$ cat config.mk
export PLATFORM = sky130hd
export DESIGN_NAME = uart_tx
export DESIGN_NICKNAME = d
export VERILOG_FILES = /design/src/rtl/uart_pkg.sv /design/src/rtl/uart_tx_fifo.sv /design/src/rtl/uart_tx.sv
export SDC_FILE = /design/constraint.sdc
export NUM_CORES = 1
export LEC_CHECK = 0
export CAP_MARGIN = 30
export CORE_MARGIN = 2
export CORE_UTILIZATION = 35
export CTS_BUF_LIST = sky130_fd_sc_hd__clkbuf_16
export CTS_CLUSTER_SIZE = 20
export DETAILED_ROUTE_END_ITERATION = 8
export HOLD_SLACK_MARGIN = 0.06
export SLEW_MARGIN = 20
export SYNTH_ARGS = -nofsm -noshare
export SYNTH_HDL_FRONTEND = slang
export SYNTH_HIERARCHICAL = 1
export SYNTH_SLANG_ARGS = --single-unit
$ cat constraint.sdc
create_clock -name clk -period 3 [get_ports clk]
set_clock_uncertainty 0.05 [all_clocks]
set_input_delay 0.3 -clock clk [delete_from_list [all_inputs] [get_ports clk]]
set_output_delay 0.3 -clock clk [all_outputs]
set_load 0.01 [all_outputs]
$ cat src/rtl/uart_pkg.sv
// Shared UART definitions: FSM state encodings, default baud divisor and the
// memory-map word addresses used by both the transmit and receive paths.
package uart_pkg;

  typedef enum logic [1:0] {
    ST_IDLE  = 2'd0,
    ST_START = 2'd1,
    ST_DATA  = 2'd2,
    ST_STOP  = 2'd3
  } uart_state_e;

  // 50 MHz system clock at 115200 baud
  localparam int unsigned DEFAULT_CLKS_PER_BIT = 434;

  localparam logic [7:0] ADDR_IN_UART       = 8'hF0;
  localparam logic [7:0] ADDR_UART_NEW_DATA = 8'hF1;
  localparam logic [7:0] ADDR_OUT_UART      = 8'hF2;
  localparam logic [7:0] ADDR_SEND_UART     = 8'hF3;
  localparam logic [7:0] ADDR_UART_STATUS   = 8'hF4;

  localparam int unsigned STATUS_BUSY_BIT     = 0;
  localparam int unsigned STATUS_FULL_BIT     = 1;
  localparam int unsigned STATUS_OVERFLOW_BIT = 2;

endpackage

$ cat src/rtl/uart_tx_fifo.sv
// Byte queue between the CPU send strobe and the serializer: count-based
// full/empty, first-word-fall-through read, push+pop legal at any occupancy.
module uart_tx_fifo
  import uart_pkg::*;
#(
  parameter int WIDTH = 8,
  parameter int DEPTH = 4
) (
  input  logic             clk,
  input  logic             rst,
  input  logic             push,
  input  logic             pop,
  input  logic [WIDTH-1:0] wdata,
  output logic [WIDTH-1:0] rdata,
  output logic             full,
  output logic             empty
);

  localparam int PTR_W = $clog2(DEPTH);
  localparam int CNT_W = PTR_W + 1;

  logic [WIDTH-1:0] mem_q [DEPTH];
  logic [WIDTH-1:0] mem_d [DEPTH];
  logic [PTR_W-1:0] wr_ptr_q, wr_ptr_d;
  logic [PTR_W-1:0] rd_ptr_q, rd_ptr_d;
  logic [CNT_W-1:0] count_q, count_d;
  logic             do_push;
  logic             do_pop;

  assign full    = (count_q == CNT_W'(DEPTH));
  assign empty   = (count_q == '0);
  assign rdata   = mem_q[rd_ptr_q];
  assign do_pop  = pop & ~empty;
  // A pop in the same cycle frees the slot, so a push into a full queue is kept
  assign do_push = push & (~full | do_pop);

  always_comb begin
    mem_d    = mem_q;
    wr_ptr_d = wr_ptr_q;
    rd_ptr_d = rd_ptr_q;
    count_d  = count_q + CNT_W'(do_push) - CNT_W'(do_pop);
    if (do_push) begin
      mem_d[wr_ptr_q] = wdata;
      wr_ptr_d        = wr_ptr_q + PTR_W'(1);
    end
    if (do_pop) begin
      rd_ptr_d = rd_ptr_q + PTR_W'(1);
    end
  end

  always_ff @(posedge clk) begin
    mem_q <= mem_d;
  end

  always_ff @(posedge clk) begin
    if (rst) begin
      wr_ptr_q <= '0;
      rd_ptr_q <= '0;
      count_q  <= '0;
    end else begin
      wr_ptr_q <= wr_ptr_d;
      rd_ptr_q <= rd_ptr_d;
      count_q  <= count_d;
    end
  end

endmodule

$ cat src/rtl/uart_tx.sv
// Memory-mapped 8N1 UART transmitter: send-strobe edge detect, byte FIFO,
// and a start/data/stop serializer running at a fixed baud divisor.
module uart_tx
  import uart_pkg::*;
#(
  parameter int CLKS_PER_BIT = DEFAULT_CLKS_PER_BIT,
  parameter int FIFO_DEPTH   = 4
) (
  input  logic       clk,
  input  logic       rst,
  input  logic [7:0] out_uart,
  input  logic       send_uart,
  output logic       tx,
  output logic       busy,
  output logic       fifo_full,
  output logic       overflow
);

  localparam int CNT_W = $clog2(CLKS_PER_BIT);

  uart_state_e      state_q, state_d;
  logic [CNT_W-1:0] cnt_q, cnt_d;
  logic [2:0]       bit_idx_q, bit_idx_d;
  logic [7:0]       shift_q, shift_d;
  logic             tx_q, tx_d;
  logic             send_prev_q;
  logic             overflow_q, overflow_d;

  logic             req;
  logic             baud_done;
  logic             fifo_pop;
  logic             fifo_empty;
  logic             fifo_full_w;
  logic [7:0]       fifo_rdata;

  uart_tx_fifo #(
    .WIDTH (8),
    .DEPTH (FIFO_DEPTH)
  ) u_fifo (
    .clk   (clk),
    .rst   (rst),
    .push  (req),
    .pop   (fifo_pop),
    .wdata (out_uart),
    .rdata (fifo_rdata),
    .full  (fifo_full_w),
    .empty (fifo_empty)
  );

  assign req        = send_uart & ~send_prev_q;
  assign baud_done  = (cnt_q == CNT_W'(CLKS_PER_BIT - 1));
  assign overflow_d = overflow_q | (req & fifo_full_w & ~fifo_pop);

  assign tx        = tx_q;
  assign busy      = (state_q != ST_IDLE) | ~fifo_empty;
  assign fifo_full = fifo_full_w;
  assign overflow  = overflow_q;

  always_comb begin
    state_d   = state_q;
    cnt_d     = cnt_q + CNT_W'(1);
    bit_idx_d = bit_idx_q;
    shift_d   = shift_q;
    tx_d      = tx_q;
    fifo_pop  = 1'b0;
    unique case (state_q)
      ST_IDLE: begin
        cnt_d = '0;
        tx_d  = 1'b1;
        if (!fifo_empty) begin
          fifo_pop = 1'b1;
          shift_d  = fifo_rdata;
          tx_d     = 1'b0;
          state_d  = ST_START;
        end
      end
      ST_START: begin
        if (baud_done) begin
          cnt_d     = '0;
          tx_d      = shift_q[0];
          bit_idx_d = 3'd0;
          state_d   = ST_DATA;
        end
      end
      ST_DATA: begin
        if (baud_done) begin
          cnt_d = '0;
          if (bit_idx_q == 3'd7) begin
            tx_d    = 1'b1;
            state_d = ST_STOP;
          end else begin
            shift_d   = {1'b0, shift_q[7:1]};
            tx_d      = shift_q[1];
            bit_idx_d = bit_idx_q + 3'd1;
          end
        end
      end
      ST_STOP: begin
        if (baud_done) begin
          cnt_d = '0;
          // Chain straight into the next start bit when more bytes are waiting
          if (!fifo_empty) begin
            fifo_pop = 1'b1;
            shift_d  = fifo_rdata;
            tx_d     = 1'b0;
            state_d  = ST_START;
          end else begin
            state_d = ST_IDLE;
          end
        end
      end
      default: begin
        state_d = ST_IDLE;
        tx_d    = 1'b1;
      end
    endcase
  end

  always_ff @(posedge clk) begin
    shift_q <= shift_d;
  end

  always_ff @(posedge clk) begin
    if (rst) begin
      state_q     <= ST_IDLE;
      cnt_q       <= '0;
      bit_idx_q   <= '0;
      tx_q        <= 1'b1;
      send_prev_q <= 1'b1;
      overflow_q  <= 1'b0;
    end else begin
      state_q     <= state_d;
      cnt_q       <= cnt_d;
      bit_idx_q   <= bit_idx_d;
      tx_q        <= tx_d;
      send_prev_q <= send_uart;
      overflow_q  <= overflow_d;
    end
  end

endmodule

---- Word level (Yosys, flattened, before mapping) ----
Cells that the tools add are included.
cells by class
  $add $sub $neg .......................... 6
  $lt $le $gt $ge ......................... 3
  equality and inequality tests ........... 13
  multiplexer cells ....................... 34
  bitwise logic cells ..................... 14
  reductions and logical operators ........ 11
operators by type and width
  cell                                           number
  two-way mux 8 bit                              7
  bitwise mux 32 bit                             1
  one-hot mux 8 bit (3 select lines)             1
  one-hot mux 9 bit (2 select lines)             1
  binary-select mux 8 bit (select 2 bit)         1
  demux 8 bit (select 2 bit)                     1
  inequality test 2 bit (second input constant)  7
  AND reduction 4 bit                            3
  two-way mux 2 bit                              5
  adder 9 x 1 -> 9 bit (second input constant)   1
  == test 9 bit (second input constant)          1
  two-way mux 1 bit                              9
  two-way mux 3 bit                              3
  two-way mux 9 bit                              1
  one-hot mux 2 bit (4 select lines)             1
  == test 3 bit (second input constant)          2
  >= comparator 3 bit (second input constant)    2
  inverter 2 -> 3 bit                            2
  one-hot mux 3 bit (2 select lines)             1
  AND 1 bit                                      5
  AND reduction 5 bit                            1
  adder 2 x 1 -> 2 bit (second input constant)   2
  == test 2 bit (second input constant)          2
  inverter 1 bit                                 4
  14 further kinds                               17
storage, ports and cells
  register bits after elaboration ......... 64
  bits of input ports ..................... 11

---- Depth between registers and ports, before layout ----
  depth in word-level cells ............... 9
  gate-level depth with buffers ........... 14

---- By module ----
Netlist, hierarchy kept.
modules (own cells, without submodules)
  module        times used  cells an instance  area each (µm²)
  uart_tx_fifo  1           87                 1,597.8
  uart_tx       1           127                1,261.2

---- Least setup slack after synthesis ----
No wires, ideal clock.
  path kind ............................... reg-to-reg
  start point ............................. reg cnt_q[0]
  end point ............................... reg u_fifo.count_q[2]
  setup time .............................. 78 ps
  arrival time ............................ 2,474 ps
  required time ........................... 2,872 ps
  slack ................................... 398 ps
  stages on the path, launching flop included .. 14
  buffers on the path ..................... 0
  period minus slack after synthesis ...... 2,602 ps
  cells stage by stage .................... dfxtp_1 ha_1 and4b_1 a31oi_1 nor3_1 inv_1 a21boi_2 a21o_1 ha_1 inv_1 fa_1 xor2_1 and2_1 nor3_1
on the way
  longest elaborated chain between the ends .. 8
ends and longest elaborated chain
  item                                  RTL line            RTL
  from (decl)                           uart_tx.sv:22       logic [CNT_W-1:0] cnt_q, cnt_d;
  from (signal assigned)                uart_tx.sv:133      cnt_q <= cnt_d;
  == test 9 bit *                       uart_tx.sv:51       assign baud_done = (cnt_q == CNT_W'(CLKS_PER_BIT - 1));
  two-way mux 1 bit *                   uart_tx.sv:99       if (baud_done) begin
  one-hot mux 1 bit (2 select lines) *  uart_tx.sv:66       unique case (state_q)
  net fifo_pop                          uart_tx.sv:31       logic fifo_pop;
  AND 1 bit *                           uart_tx_fifo.sv:33  assign do_pop = pop & ~empty;
  OR 1 bit                              uart_tx_fifo.sv:35  assign do_push = push & (~full | do_pop);
  AND 1 bit                             uart_tx_fifo.sv:35
  adder 3 x 1 -> 3 bit                  uart_tx_fifo.sv:41  count_d = count_q + CNT_W'(do_push) - CNT_W'(do_pop);
  subtractor 3 x 1 -> 3 bit *           uart_tx_fifo.sv:41
  to (signal assigned)                  uart_tx_fifo.sv:63  count_q <= count_d;
  to (decl)                             uart_tx_fifo.sv:26  logic [CNT_W-1:0] count_q, count_d;
Mark *: on every way through the listed nets, which the timed path passes. The rest lies on a longest branch.
A chain may end at the register's enable or synchronous reset.

---- Worst setup path after layout ----
  start point ............................. reg state_q[0]
  end point ............................... reg u_fifo.count_q[2]
on the way
  longest elaborated chain between the ends .. 7
ends and longest elaborated chain
  item                                                RTL line            RTL
  from (decl)                                         uart_tx.sv:21       uart_state_e state_q, state_d;
  from (signal assigned)                              uart_tx.sv:132      state_q <= state_d;
  == test 2 bit or logical NOT 2 bit (tied branches)  uart_tx.sv:66
  one-hot mux 1 bit (2 select lines) *                uart_tx.sv:66
  net fifo_pop                                        uart_tx.sv:31
  AND 1 bit *                                         uart_tx_fifo.sv:33
  OR 1 bit                                            uart_tx_fifo.sv:35
  AND 1 bit                                           uart_tx_fifo.sv:35
  adder 3 x 1 -> 3 bit                                uart_tx_fifo.sv:41
  subtractor 3 x 1 -> 3 bit *                         uart_tx_fifo.sv:41
Marks and branches as above.

==> impl_metrics.tcl <==
set metrics [dict create \
    status "completed" \
    power_density_mw_per_mm2 890.5 \
    r2r_slack_ns 0.25 \
    root_buffer "clkbuf_16" \
    routabilityCongestion 0.7759 \
    routed_wl_um 4701 \
    layout-drive-gt1-share_pct 17.36 \
    ys_top_cells_by_count "40 x edfxtp_1, 24 x dfxtp_1, 24 x nor2_1" \
    fin_setup_tns_ns 0 \
    fp.dieW_um 94.38 \
    crit_path_start_kind "flip-flop" \
    syn_area_mm2 0.002859 \
    overflow 0 \
    maxCapViolations 0 \
    multi_input_area_mm2 0.001090 \
    p_leak_nw 1.222 \
    antenna_found_initial 0 \
    rows 32 \
    power_mw 3.073 \
    cp_max_fo 6 \
    synth.distinct_cells 45 \
    worstPathRequired_ns 3.20 \
    synth-edff-count 40 \
    rsz0062_at_grt "false" \
    drtAntennaViolNets 0 \
    antenna_cells 0 \
    grt_max_degree 18 \
    htreeDepth 3 \
    synth.area.top_cells "edfxtp_1 42%, dfxtp_1 17%, ha_1 6.6%" \
    critical_path_class "flip-flop to flip-flop" \
    core_mm2 0.007807 \
    syn_area_per_cell_um2 13.36 \
    viasPerCell 4.924 \
    final_util_pct 44.20 \
    yosys.cell_count.top_type "edfxtp_1" \
    hold_viol 0 \
    syn_nets 241 \
    arrival_ns 2.94 \
    firstDrtPassIters 4 \
    slew_headroom_pct 56.48 \
    synthCells 214 \
    final_net_count 264 \
    yosysTopAreaCell "edfxtp_1" \
    grt_pass1_vias 1655 \
    drcViolationCount 0 \
    synth_warnings 6 \
    dp.final_hpwl_um 3276 \
    clkTransAtPathRegs_ns 0.06 \
    ys_ff_latch 64 \
    clkLatencyLatePin_ns 0.32 \
    tightest_slew_ns 0.6520 \
    slew_viol_final 0 \
    first_iter_violations 62 \
    period_minus_slack_ns 2.746 \
    die_height_um 94.38 \
    async_flop_share_pct 0 \
    synth-seq-area-share_pct 58.82 \
    vias 1694 \
    cts.sinks 64 \
    hp-class "flip-flop to flip-flop" \
    syn_to_final_growth_pct 20.70 \
    io_buffers 14 \
    synth-main-ff-cell "edfxtp_1" \
    grt_first_pass_wirelength_um 8086 \
    cts_buffers 9 \
    fillers 708 \
    cts.path.max_buffers 2 \
    regArea_mm2 0.001682 \
    postCtsHoldBufs 0 \
    dieArea_mm2 0.008908 \
    synth_top_area_share_pct 42.01 \
    wl_per_cell_um 13.67 \
    fmax_mhz 364.2 \
    cts_tree "yes" \
    track_usage_pct 12.13 \
    endpoint_kind "flip-flop" \
    initial_core_util_pct 36.62 \
    fin_crit_sh_pct 91.52 \
    ios 15 \
    setup_viol 0 \
    ir_worst_vdd_v 0.0003882 \
]
-- sequential cells by signal (all words and copies together), names as in the netlist --
| name | cells |
|---|---|
| u_fifo/mem_q | 32 |
| cnt_q | 9 |
| shift_q | 8 |
| bit_idx_q | 3 |
| u_fifo/count_q | 3 |
| state_q | 2 |
| u_fifo/rd_ptr_q | 2 |
| u_fifo/wr_ptr_q | 2 |
| overflow | 1 |
| send_prev_q | 1 |
| tx | 1 |
-- where the power goes --
group / leakage (nW) / total (mW) / switching (mW) / internal, mW
sequential: 0.562 / 1.20 / 0.104 / 1.09
clock: 0.157 / 1.12 / 0.383 / 0.734
combinational: 0.503 / 0.757 / 0.399 / 0.359
total: 1.22 / 3.07 / 0.886 / 2.19
-- cell usage in the layout (no fill, tap or decap), types with 2 or more instances in the layout --
cell,n
edfxtp_1,40
nor2_1,24
dfxtp_1,24
ha_1,15
clkdlybuf4s50_1,14
inv_1,11
clkbuf_16,9
mux4_2,8
nand2_1,7
a21oi_1,7
a22o_1,6
buf_4,6
xnor2_1,5
xor2_1,5
o21ai_0,4
nor2b_1,4
and2_2,4
nand2b_1,3
o41ai_1,3
nand4_1,3
nand3_1,3
nor3_1,3
mux2i_1,3
inv_6,3
and2_1,2
o311ai_0,2
bufinv_16,2
-- worst max-delay path: stages (launching register included) --
cell and delay [ns]:
dfxtp_1 0.41, inv_1 0.11, ha_1 0.36, nor3_2 0.26, o31ai_1 0.16, nor2_1 0.21
a21o_1 0.11, ha_1 0.13, inv_1 0.05, fa_1 0.38, xor2_1 0.16, and2_1 0.16
nor3_1 0.11
-- stage by stage --
step	hold WS [ns]	cells	instance area [um2]	setup slack (ns)
2_1_floorplan	0.3489	214	2859	0.3980
3_3_place_gp	0.3842	328	3120	0.3140
3_5_place_dp	0.3884	328	3120	0.1657
4_1_cts	0.3962	344	3446	0.1526
5_1_grt	0.4266	344	3451	0.006012
6_report	0.3912	344	3451	0.2543
-- kinds of logic after synthesis --
group / count (synthesis) / synth area share (%)
xor+xnor: 10 / 3.063
mux: 12 / 7.877
buf+inv: 19 / 3.239
fa+ha+maj: 16 / 7.265
compound gates: 30 / 7.834
simple gates: 63 / 11.90
flops: 64 / 58.82
-- metal layers --
layer	part of all wire [%]	wire, um	up-vias	global-route usage, %
li1	-	-	834	-
met1	48	2234	824	15.62
met2	47	2209	26	18.45
met3	2.9	137	10	3.591
met4	2.5	119	0	6.522
met5	0	0	-	0
-- area by class of cell --
cell class | instances | area share, %
sequential | 64 | 48.73
multi-input combinational | 131 | 31.58
clock buffer | 9 | 6.526
timing repair buffer | 20 | 5.366
tap | 102 | 3.698
clock inverter | 7 | 2.901
inverter | 11 | 1.197
-- path summary, 6_finish.rpt --
check | start | end | cells after the start
worst min-delay path | overflow | overflow | 2
worst max-delay path | state_q[0] | u_fifo/count_q[2] | 12
worst max register to register | state_q[0] | u_fifo/count_q[2] | 12
worst min register to register | overflow | overflow | 2
-- what timing repair did --
action,CTS,global route
setup endpoints to repair,0,1
gates resized for setup,0,1
buffers inserted,0,0
Power figures use the tool's default switching activity.
